$ cat config.mk
export PLATFORM = sky130hd
export DESIGN_NAME = programador_dosis
export DESIGN_NICKNAME = d
export VERILOG_FILES = /design/src/rtl/programador_pkg.sv /design/src/rtl/arbitro_rr.sv /design/src/rtl/programador_dosis.sv
export SDC_FILE = /design/constraint.sdc
export NUM_CORES = 1
export LEC_CHECK = 0
export CAP_MARGIN = 0
export CORE_MARGIN = 2
export CORE_UTILIZATION = 30
export CTS_CLUSTER_DIAMETER = 50
export DETAILED_ROUTE_END_ITERATION = 10
export PLACE_DENSITY_LB_ADDON = 0.2
export SLEW_MARGIN = 40
export SYNTH_ARGS = -nofsm -noshare
export SYNTH_HDL_FRONTEND = slang
export SYNTH_HIERARCHICAL = 1
export SYNTH_SLANG_ARGS = --single-unit
export TNS_END_PERCENT = 1
$ cat constraint.sdc
create_clock -name clk -period 4.35 [get_ports clk]
set_input_delay 0.6525 -clock clk [delete_from_list [all_inputs] [get_ports clk]]
set_output_delay 0.6525 -clock clk [all_outputs]
set_load 0.005 [all_outputs]
$ cat src/rtl/programador_pkg.sv
// Shared constants and FSM state type for the pill-dose scheduler.
package programador_pkg;
    localparam int N_COMP  = 4;
    localparam int T_MOTOR = 20000;
    localparam int INT_W   = 12;
    localparam int SEL_W   = 2;

    typedef enum logic [1:0] {
        REPOSO    = 2'd0,
        DISPENSAR = 2'd1,
        ALERTA    = 2'd2
    } estado_t;
endpackage

$ cat src/rtl/arbitro_rr.sv
// Combinational round-robin picker: first requester found searching upward
// from (last_served + 1) mod N, wrapping around.
module arbitro_rr #(
    parameter int N = programador_pkg::N_COMP
) (
    input  logic [N-1:0]                    req_i,
    input  logic [programador_pkg::SEL_W-1:0] last_served_i,
    output logic                            valid_o,
    output logic [programador_pkg::SEL_W-1:0] idx_o
);
    import programador_pkg::*;

    // Walk offsets from farthest to nearest so the nearest requester wins.
    always_comb begin
        valid_o = 1'b0;
        idx_o   = '0;
        for (int k = N; k >= 1; k--) begin
            if (req_i[(int'(last_served_i) + k) % N]) begin
                valid_o = 1'b1;
                idx_o   = SEL_W'((int'(last_served_i) + k) % N);
            end
        end
    end
endmodule

$ cat src/rtl/programador_dosis.sv
// Pill-dose scheduler: per-compartment minute countdowns raise pending doses,
// which are dispensed one at a time in round-robin order and then announced.
module programador_dosis #(
    parameter int N_COMP  = programador_pkg::N_COMP,
    parameter int T_MOTOR = programador_pkg::T_MOTOR
) (
    input  logic                              clk,
    input  logic                              rst,
    input  logic [23:0]                       tiempo,
    input  logic                              cfg_we,
    input  logic [1:0]                        cfg_sel,
    input  logic [programador_pkg::INT_W-1:0] cfg_intervalo,
    input  logic                              motor_done,
    input  logic                              boton_ack,
    output logic                              motor_req,
    output logic [1:0]                        motor_sel,
    output logic                              alarma,
    output logic [N_COMP-1:0]                 pendientes,
    output logic [N_COMP-1:0]                 perdidas,
    output logic                              error_motor,
    output logic [1:0]                        estado_dbg
);
    import programador_pkg::*;

    localparam int TW = $clog2(T_MOTOR + 1);

    estado_t          estado_q;
    logic [3:0]       min1_q;
    logic             tick;
    logic [INT_W-1:0] intervalo_q [N_COMP];
    logic [INT_W-1:0] intervalo_d [N_COMP];
    logic [INT_W-1:0] cnt_q [N_COMP];
    logic [INT_W-1:0] cnt_d [N_COMP];
    logic [N_COMP-1:0] pend_q, pend_d, perd_q, perd_d;
    logic [SEL_W-1:0] last_q, motor_sel_q, arb_idx;
    logic             arb_valid, grant;
    logic             motor_req_q, alarma_q, error_q;
    logic [TW-1:0]    tmr_q;
    logic             unused_tiempo;

    assign unused_tiempo = ^tiempo[23:4];
    assign tick  = (tiempo[3:0] != min1_q);
    assign grant = (estado_q == REPOSO) && arb_valid;

    arbitro_rr #(.N(N_COMP)) u_arb (
        .req_i         (pend_q),
        .last_served_i (last_q),
        .valid_o       (arb_valid),
        .idx_o         (arb_idx)
    );

    // A config write beats both the tick and the grant on its own compartment.
    always_comb begin
        pend_d = pend_q;
        perd_d = perd_q;
        for (int i = 0; i < N_COMP; i++) begin
            intervalo_d[i] = intervalo_q[i];
            cnt_d[i]       = cnt_q[i];
            if (grant && arb_idx == SEL_W'(i)) pend_d[i] = 1'b0;
            if (cfg_we && cfg_sel == SEL_W'(i)) begin
                intervalo_d[i] = cfg_intervalo;
                cnt_d[i]       = cfg_intervalo;
                pend_d[i]      = 1'b0;
                perd_d[i]      = 1'b0;
            end else if (tick && intervalo_q[i] != '0) begin
                if (cnt_q[i] == INT_W'(1)) begin
                    cnt_d[i]  = intervalo_q[i];
                    perd_d[i] = perd_q[i] | pend_d[i];
                    pend_d[i] = 1'b1;
                end else begin
                    cnt_d[i] = cnt_q[i] - INT_W'(1);
                end
            end
        end
    end

    always_ff @(posedge clk or posedge rst) begin
        if (rst) begin
            min1_q <= 4'h0;
            pend_q <= '0;
            perd_q <= '0;
            for (int i = 0; i < N_COMP; i++) begin
                intervalo_q[i] <= '0;
                cnt_q[i]       <= '0;
            end
        end else begin
            min1_q <= tiempo[3:0];
            pend_q <= pend_d;
            perd_q <= perd_d;
            for (int i = 0; i < N_COMP; i++) begin
                intervalo_q[i] <= intervalo_d[i];
                cnt_q[i]       <= cnt_d[i];
            end
        end
    end

    always_ff @(posedge clk or posedge rst) begin
        if (rst) begin
            estado_q    <= REPOSO;
            motor_req_q <= 1'b0;
            motor_sel_q <= '0;
            alarma_q    <= 1'b0;
            error_q     <= 1'b0;
            last_q      <= SEL_W'(N_COMP - 1);
            tmr_q       <= '0;
        end else begin
            case (estado_q)
                REPOSO: begin
                    if (grant) begin
                        motor_req_q <= 1'b1;
                        motor_sel_q <= arb_idx;
                        last_q      <= arb_idx;
                        tmr_q       <= '0;
                        estado_q    <= DISPENSAR;
                    end
                end
                DISPENSAR: begin
                    if (motor_done) begin
                        motor_req_q <= 1'b0;
                        alarma_q    <= 1'b1;
                        estado_q    <= ALERTA;
                    end else if (tmr_q == TW'(T_MOTOR - 1)) begin
                        motor_req_q <= 1'b0;
                        error_q     <= 1'b1;
                        estado_q    <= REPOSO;
                    end else begin
                        tmr_q <= tmr_q + TW'(1);
                    end
                end
                ALERTA: begin
                    if (boton_ack) begin
                        alarma_q <= 1'b0;
                        estado_q <= REPOSO;
                    end
                end
                default: estado_q <= REPOSO;
            endcase
        end
    end

    assign motor_req   = motor_req_q;
    assign motor_sel   = motor_sel_q;
    assign alarma      = alarma_q;
    assign pendientes  = pend_q;
    assign perdidas    = perd_q;
    assign error_motor = error_q;
    assign estado_dbg  = estado_q;
endmodule

=== Word level (Yosys, flattened, before mapping) ===
Cells that the tools add are included.

* Register bits: 132
* Output and inout port bits: 15
* Word-level logic and storage cells: 183

* Order comparisons: 4
* Equality and inequality tests: 20
* Bitwise operators: 9
* Muxes and demuxes: 76
* Reductions and logical operators: 44
* Add/sub/neg operators: 9

{| class="wikitable"
|+ Operator list
! kind !! count
|-
| 2-to-1 mux 12 bit || 12
|-
| equality test 12 x 1 -> 1 bit (second input constant) || 4
|-
| nonzero test 12 bit || 4
|-
| subtractor 12 x 1 -> 12 bit (second input constant) || 4
|-
| 2-to-1 mux 1 bit || 45
|-
| 2-to-1 mux 15 bit || 3
|-
| case mux 15 bit (2 select lines) || 1
|-
| nonzero test 2 bit || 10
|-
| less-than comparator 3 x 4 -> 1 bit (second input constant) || 4
|-
| 2-to-1 mux 2 bit || 8
|-
| adder 15 x 1 -> 15 bit (second input constant) || 1
|-
| equality test 15 bit (second input constant) || 1
|-
| logical AND 1 bit || 13
|-
| AND reduction 3 bit || 4
|-
| equality test 2 bit (second input constant) || 5
|-
| != test 2 bit (second input constant) || 5
|-
| AND reduction 2 bit || 5
|-
| binary-select mux 1 bit (select 2 bit) || 4
|-
| OR reduction 2 bit || 4
|-
| equality test 2 x 1 -> 1 bit (second input constant) || 3
|-
| logical NOT 2 bit || 3
|-
| case mux 2 bit (3 select lines) || 1
|-
| adder 2 x 1 -> 2 bit (second input constant) || 2
|-
| adder 2 bit (second input constant) || 2
|-
| other kinds (7) || 14
|}

=== Logic depth before layout (Yosys ltp) ===
* Depth after elaboration: 17
* Depth in mapped cells: 9

=== Cells and area by module ===
The synthesis kept the hierarchy.

{| class="wikitable"
|+ By module, submodules not included
! module !! seq. area each (µm²) !! area each (µm²) !! instances !! cells an instance
|-
| programador_dosis || 3305.7 || 7018.0 || 1 || 816
|-
| arbitro_rr || 0.0 || 91.3 || 1 || 14
|}

=== Worst setup path after synthesis ===
OpenSTA, ideal clock, no wires.

* Path type: register -> register
* Start: reg cnt_q[16] in the netlist's numbering
* End: reg cnt_q[20] in the netlist's numbering
* Path slack: 2.141 ns
* Arrival: 2.139 ns
* Period minus slack after synthesis: 2.209 ns
* Library setup time: 0.070 ns
* Path buffers: 2
* Stages on the path, launching flop included: 7
* Cells stage by stage: dfrtp_1 > or4_4 > buf_6 > or4_4 > buf_6 > a2111oi_0 > nand3b_1

* Cells in the longest elaborated chain, start to end: 4
* Elaborated cells on any way between the ends: 5
* Classes of those cells: add/sub (1); eq/ne (1); mux (3)

{| class="wikitable"
|+ Ends and longest elaborated chain
! item !! RTL line !! text
|-
| from (decl) || programador_dosis.sv:32 || <nowiki>logic [INT_W-1:0] cnt_q [N_COMP];</nowiki>
|-
| from (signal, indexed assignment) || programador_dosis.sv:92 || <nowiki>cnt_q[i] <= cnt_d[i];</nowiki>
|-
| subtractor 12 x 1 -> 12 bit / equality test 12 x 1 -> 1 bit (equally long branches) || programador_dosis.sv:71, programador_dosis.sv:66 ||
|-
| 2-to-1 mux 12 bit (*) || programador_dosis.sv:66 || <nowiki>if (cnt_q[i] == INT_W'(1)) begin</nowiki>
|-
| 2-to-1 mux 12 bit (*) || programador_dosis.sv:65 || <nowiki>end else if (tick && intervalo_q[i] != '0) begin</nowiki>
|-
| 2-to-1 mux 12 bit (*) || programador_dosis.sv:60 || <nowiki>if (cfg_we && cfg_sel == SEL_W'(i)) begin</nowiki>
|}

Every way passes the cells marked *; elsewhere a longest branch is shown, timed or not. The select of a mux whose other input is x is not followed.
A chain may end at the register's enable or synchronous reset.

=== Worst setup path in the final report ===
* Start: reg cnt_q[2] in the netlist's numbering
* End: reg cnt_q[9] in the netlist's numbering

The elaborated chain is that of the path after synthesis.

==> impl_results.md <==
* Internal at 3056 µW
* Gpl congestion at between 0.7 and 0.8
* Most used DFF post-synth: dfrtp_1
* FFs w/ async S/R, synth at 100.0%
* Shortest period the worst path allows at roughly 2.7 ns
* Peak supply drop at roughly 0.24 mV
* Power Density at ~560 mW/mm²
* EDFF count, synth at 0
* Die area at 0.02495 mm²
* CP max FO at 18
* Largest net degree at the start of global routing at roughly 110
* Crit path from: cnt_q[2]
* Clock sink count at between 100 and 150
* Vias in the first global route at between 5000 and 6000
* Combinational share of power at around 28%
* Max Freq at around 0.37 GHz
* Sw Share at a little over a third
* CP Capture Type: flop
* All-Layer GR Usage at approximately 16%
* TritonCTS buffer count at 17
* Hold depth at 1
* Dpl hpwl at roughly 13000 µm
* Synth warnings at 6
* Placeable Area at ~0.023 mm²
* Skew-Pair Late Insertion Delay at between 0.4 and 0.5 ns
* Status: finished clean
* Layout cell share with drive strength beyond 1 at approximately 7.2%
* Worst Path Buf+Inv at 0
* Rows at 56
* Clk buf depth at 2
* CP peak stage delay at 0.79 ns
* Overall routed net length at between 15000 and 20000 µm
* Worst r2r dst: cnt_q[9]
* H-Tree Depth at 4
* Initial Utilization at around 30%
* Final Skew at about 0.013 ns
* Seq pwr share at around two fifths
* R2R Path Start: cnt_q[2]
* Most frequent cells in the layout: nand2_1, dfrtp_1, nor2_1
* # DRC at 0
* Routed wire per std cell at ~17 µm
* Register area share after synthesis at a little under half
* Mean post-synth cell area at 8.565 µm²
* Die X at 157.9 µm
* DRT Pass-1 Iters at 7
* Switching power at 1632 µW
* Hold Crit Endpoint: error_motor
* Routed vias at roughly 6000
* CTS tree: yes
* CP arrival at just over 3 ns
* Post-CTS setup buffer count at 0
* Final hold violation count at 0
* Kind of cell adding the most delay to the critical path: simple AND/OR/NAND/NOR gates
* Max Cap Viol at 0
* Layout Utilization at around 36%
* Hold_buf cts at 0
* Slowest cell on crit path: nand4b_1
* Most common cell after layout, fill and taps aside: nand2_1
* Flops & latches, synth at roughly 130
* IO Pins at 58
* Hold_sp: error_motor
* Post-Syn Area at a little over 0.007 mm²
* Max-slew violations at 0
* Nets@finish at 900
* Cts repair resizes at 0
* Pre-CTS WS at approximately 1.3 ns
* PnR worst setup slack at about 1.6 ns
* Fillers at between 2000 and 2500
* Antenna violations before repair at 0
* Setup-failing EPs final at 0
* Synth cell types at 69
* First-pass GRT wire length at between 30000 and 40000 µm
* Die Span Y at ~160 µm
* Syn_nets at about 900
* Static leakage at 0.003652 µW
* Final Cycle Share at slightly above 60%
* WS Path Type: reg2reg
* Type of origin of the critical path: flop
* CTS clk-pin slew, worst paths at approximately 0.06 ns
* Initial drt markers at about 450
* Area growth, synth to finish at 17.56%
* R2R Setup Slk at 1.64 ns
* Cells after Synth at just over 800
* Via density at just over 5
* RSZ-0062 raised after global routing: no
* Worst slew pin tran at 0.8276 ns
* Slew HR at between 40% and 50%
* Setup TNS at 0 ns
* Grt ovf at 0
* Critical path, cell by cell: nor4_1 -> nand4b_1 -> a2111oi_0 -> a221o_1
* Clock network power share at a little under a third
* Fin Hold WS at around 0.46 ns
* Post-route ant nets at 0
* Data required time of the worst path at between 4 and 5 ns
* Number of diodes at 0
* Reg2reg path depth at 4
* Worst hold path type: reg2reg
* IO Port Bufs at 37
* CTS Root Cell: clkbuf_16
[cell type report]
class | instances | area, µm² | area share, %
clock inverters | 9 | 102.6 | 1.228
inverters | 17 | 76.32 | 0.9132
clock buffers | 23 | 478.0 | 5.719
flip-flops and latches | 132 | 3306 | 39.55
well taps | 319 | 399.1 | 4.775
multi-input cells | 637 | 3581 | 42.84
repair buffers | 43 | 415.4 | 4.970
[Yosys cell counts (4+ instances only)]
cell type | n | area (µm²)
a31oi_1 | 9 | 56.30
nand3_1 | 28 | 140.1
a211oi_1 | 7 | 52.55
mux2i_1 | 4 | 40.04
or4_1 | 8 | 60.06
o21ai_0 | 43 | 215.2
o41ai_1 | 9 | 78.83
nor4_1 | 22 | 137.6
and3_1 | 5 | 31.28
inv_1 | 17 | 63.81
o211ai_1 | 11 | 82.58
nand2b_1 | 7 | 43.79
or3_1 | 9 | 56.30
a2111oi_0 | 7 | 61.31
and2_1 | 8 | 50.05
nor2_1 | 82 | 307.8
o31ai_1 | 8 | 60.06
xnor2_1 | 15 | 131.4
nand3b_1 | 4 | 30.03
nor3b_1 | 6 | 45.04
ha_1 | 9 | 112.6
dfrtp_1 | 130 | 3253
a221o_1 | 5 | 50.05
nand4_1 | 7 | 43.79
nor3_1 | 21 | 105.1
clkbuf_1 | 38 | 142.6
nand2_1 | 191 | 716.9
a2bb2oi_1 | 10 | 87.58
xor2_1 | 8 | 70.07
a21oi_1 | 40 | 200.2
and4_1 | 4 | 35.03
[power groups by stage]
stage	Sequential (µW)	Combinational [µW]	Clock (µW)
5_1_grt	2030	1480	1530
3_3_place_gp	1970	1270	0
4_1_cts	1960	1300	1450
6_report	1970	1290	1430
3_5_place_dp	1970	1290	0
2_1_floorplan	1850	1010	0
[through the flow]
step | power, µW | instances | cell area, µm²
final | 4688 | 1180 | 8358
after global routing | 5033 | 1180 | 8358
after CTS | 4709 | 1180 | 8338
after detailed placement | 3262 | 1148 | 7757
after global placement | 3247 | 1148 | 7750
after floorplan | 2869 | 830 | 7109
[sequential cells by signal, summed over array words and instances (netlist names)]
| signal | cells |
|---|---|
| cnt_q | 48 |
| intervalo_q | 48 |
| tmr_q | 15 |
| min1_q | 4 |
| pendientes | 4 |
| perdidas | 4 |
| estado_dbg | 2 |
| last_q | 2 |
| motor_sel | 2 |
| alarma | 1 |
| error_motor | 1 |
| motor_req | 1 |
[cells by family after synthesis]
group	share of synthesized area [%]
compound gates	16.47
xor+xnor	2.834
fa+ha+maj	1.584
buf+inv	3.555
flops	46.50
mux	0.8800
simple gates	28.18
[routing by layer]
layer / track usage (%) / part of all wire (%) / up-vias
li1: - / - / 2996
met1: 23.20 / 49 / 2950
met2: 26.09 / 47 / 88
met3: 2.902 / 2.5 / 15
met4: 4.290 / 0.92 / 0
met5: 0 / 0 / -
[worst max-delay path by stage]
stage / end / slack (ns) / depth (start not counted)
6_report: cnt_q[9] / 1.64 / 4
3_3_place_gp: cnt_q[23] / 1.30 / 6
2_1_floorplan: alarma / 0.17 / 1
3_5_place_dp: cnt_q[23] / 1.28 / 6
5_1_grt: cnt_q[9] / 1.35 / 4
4_1_cts: cnt_q[7] / 1.65 / 4
No activity file was read; power rests on OpenSTA's default activity.
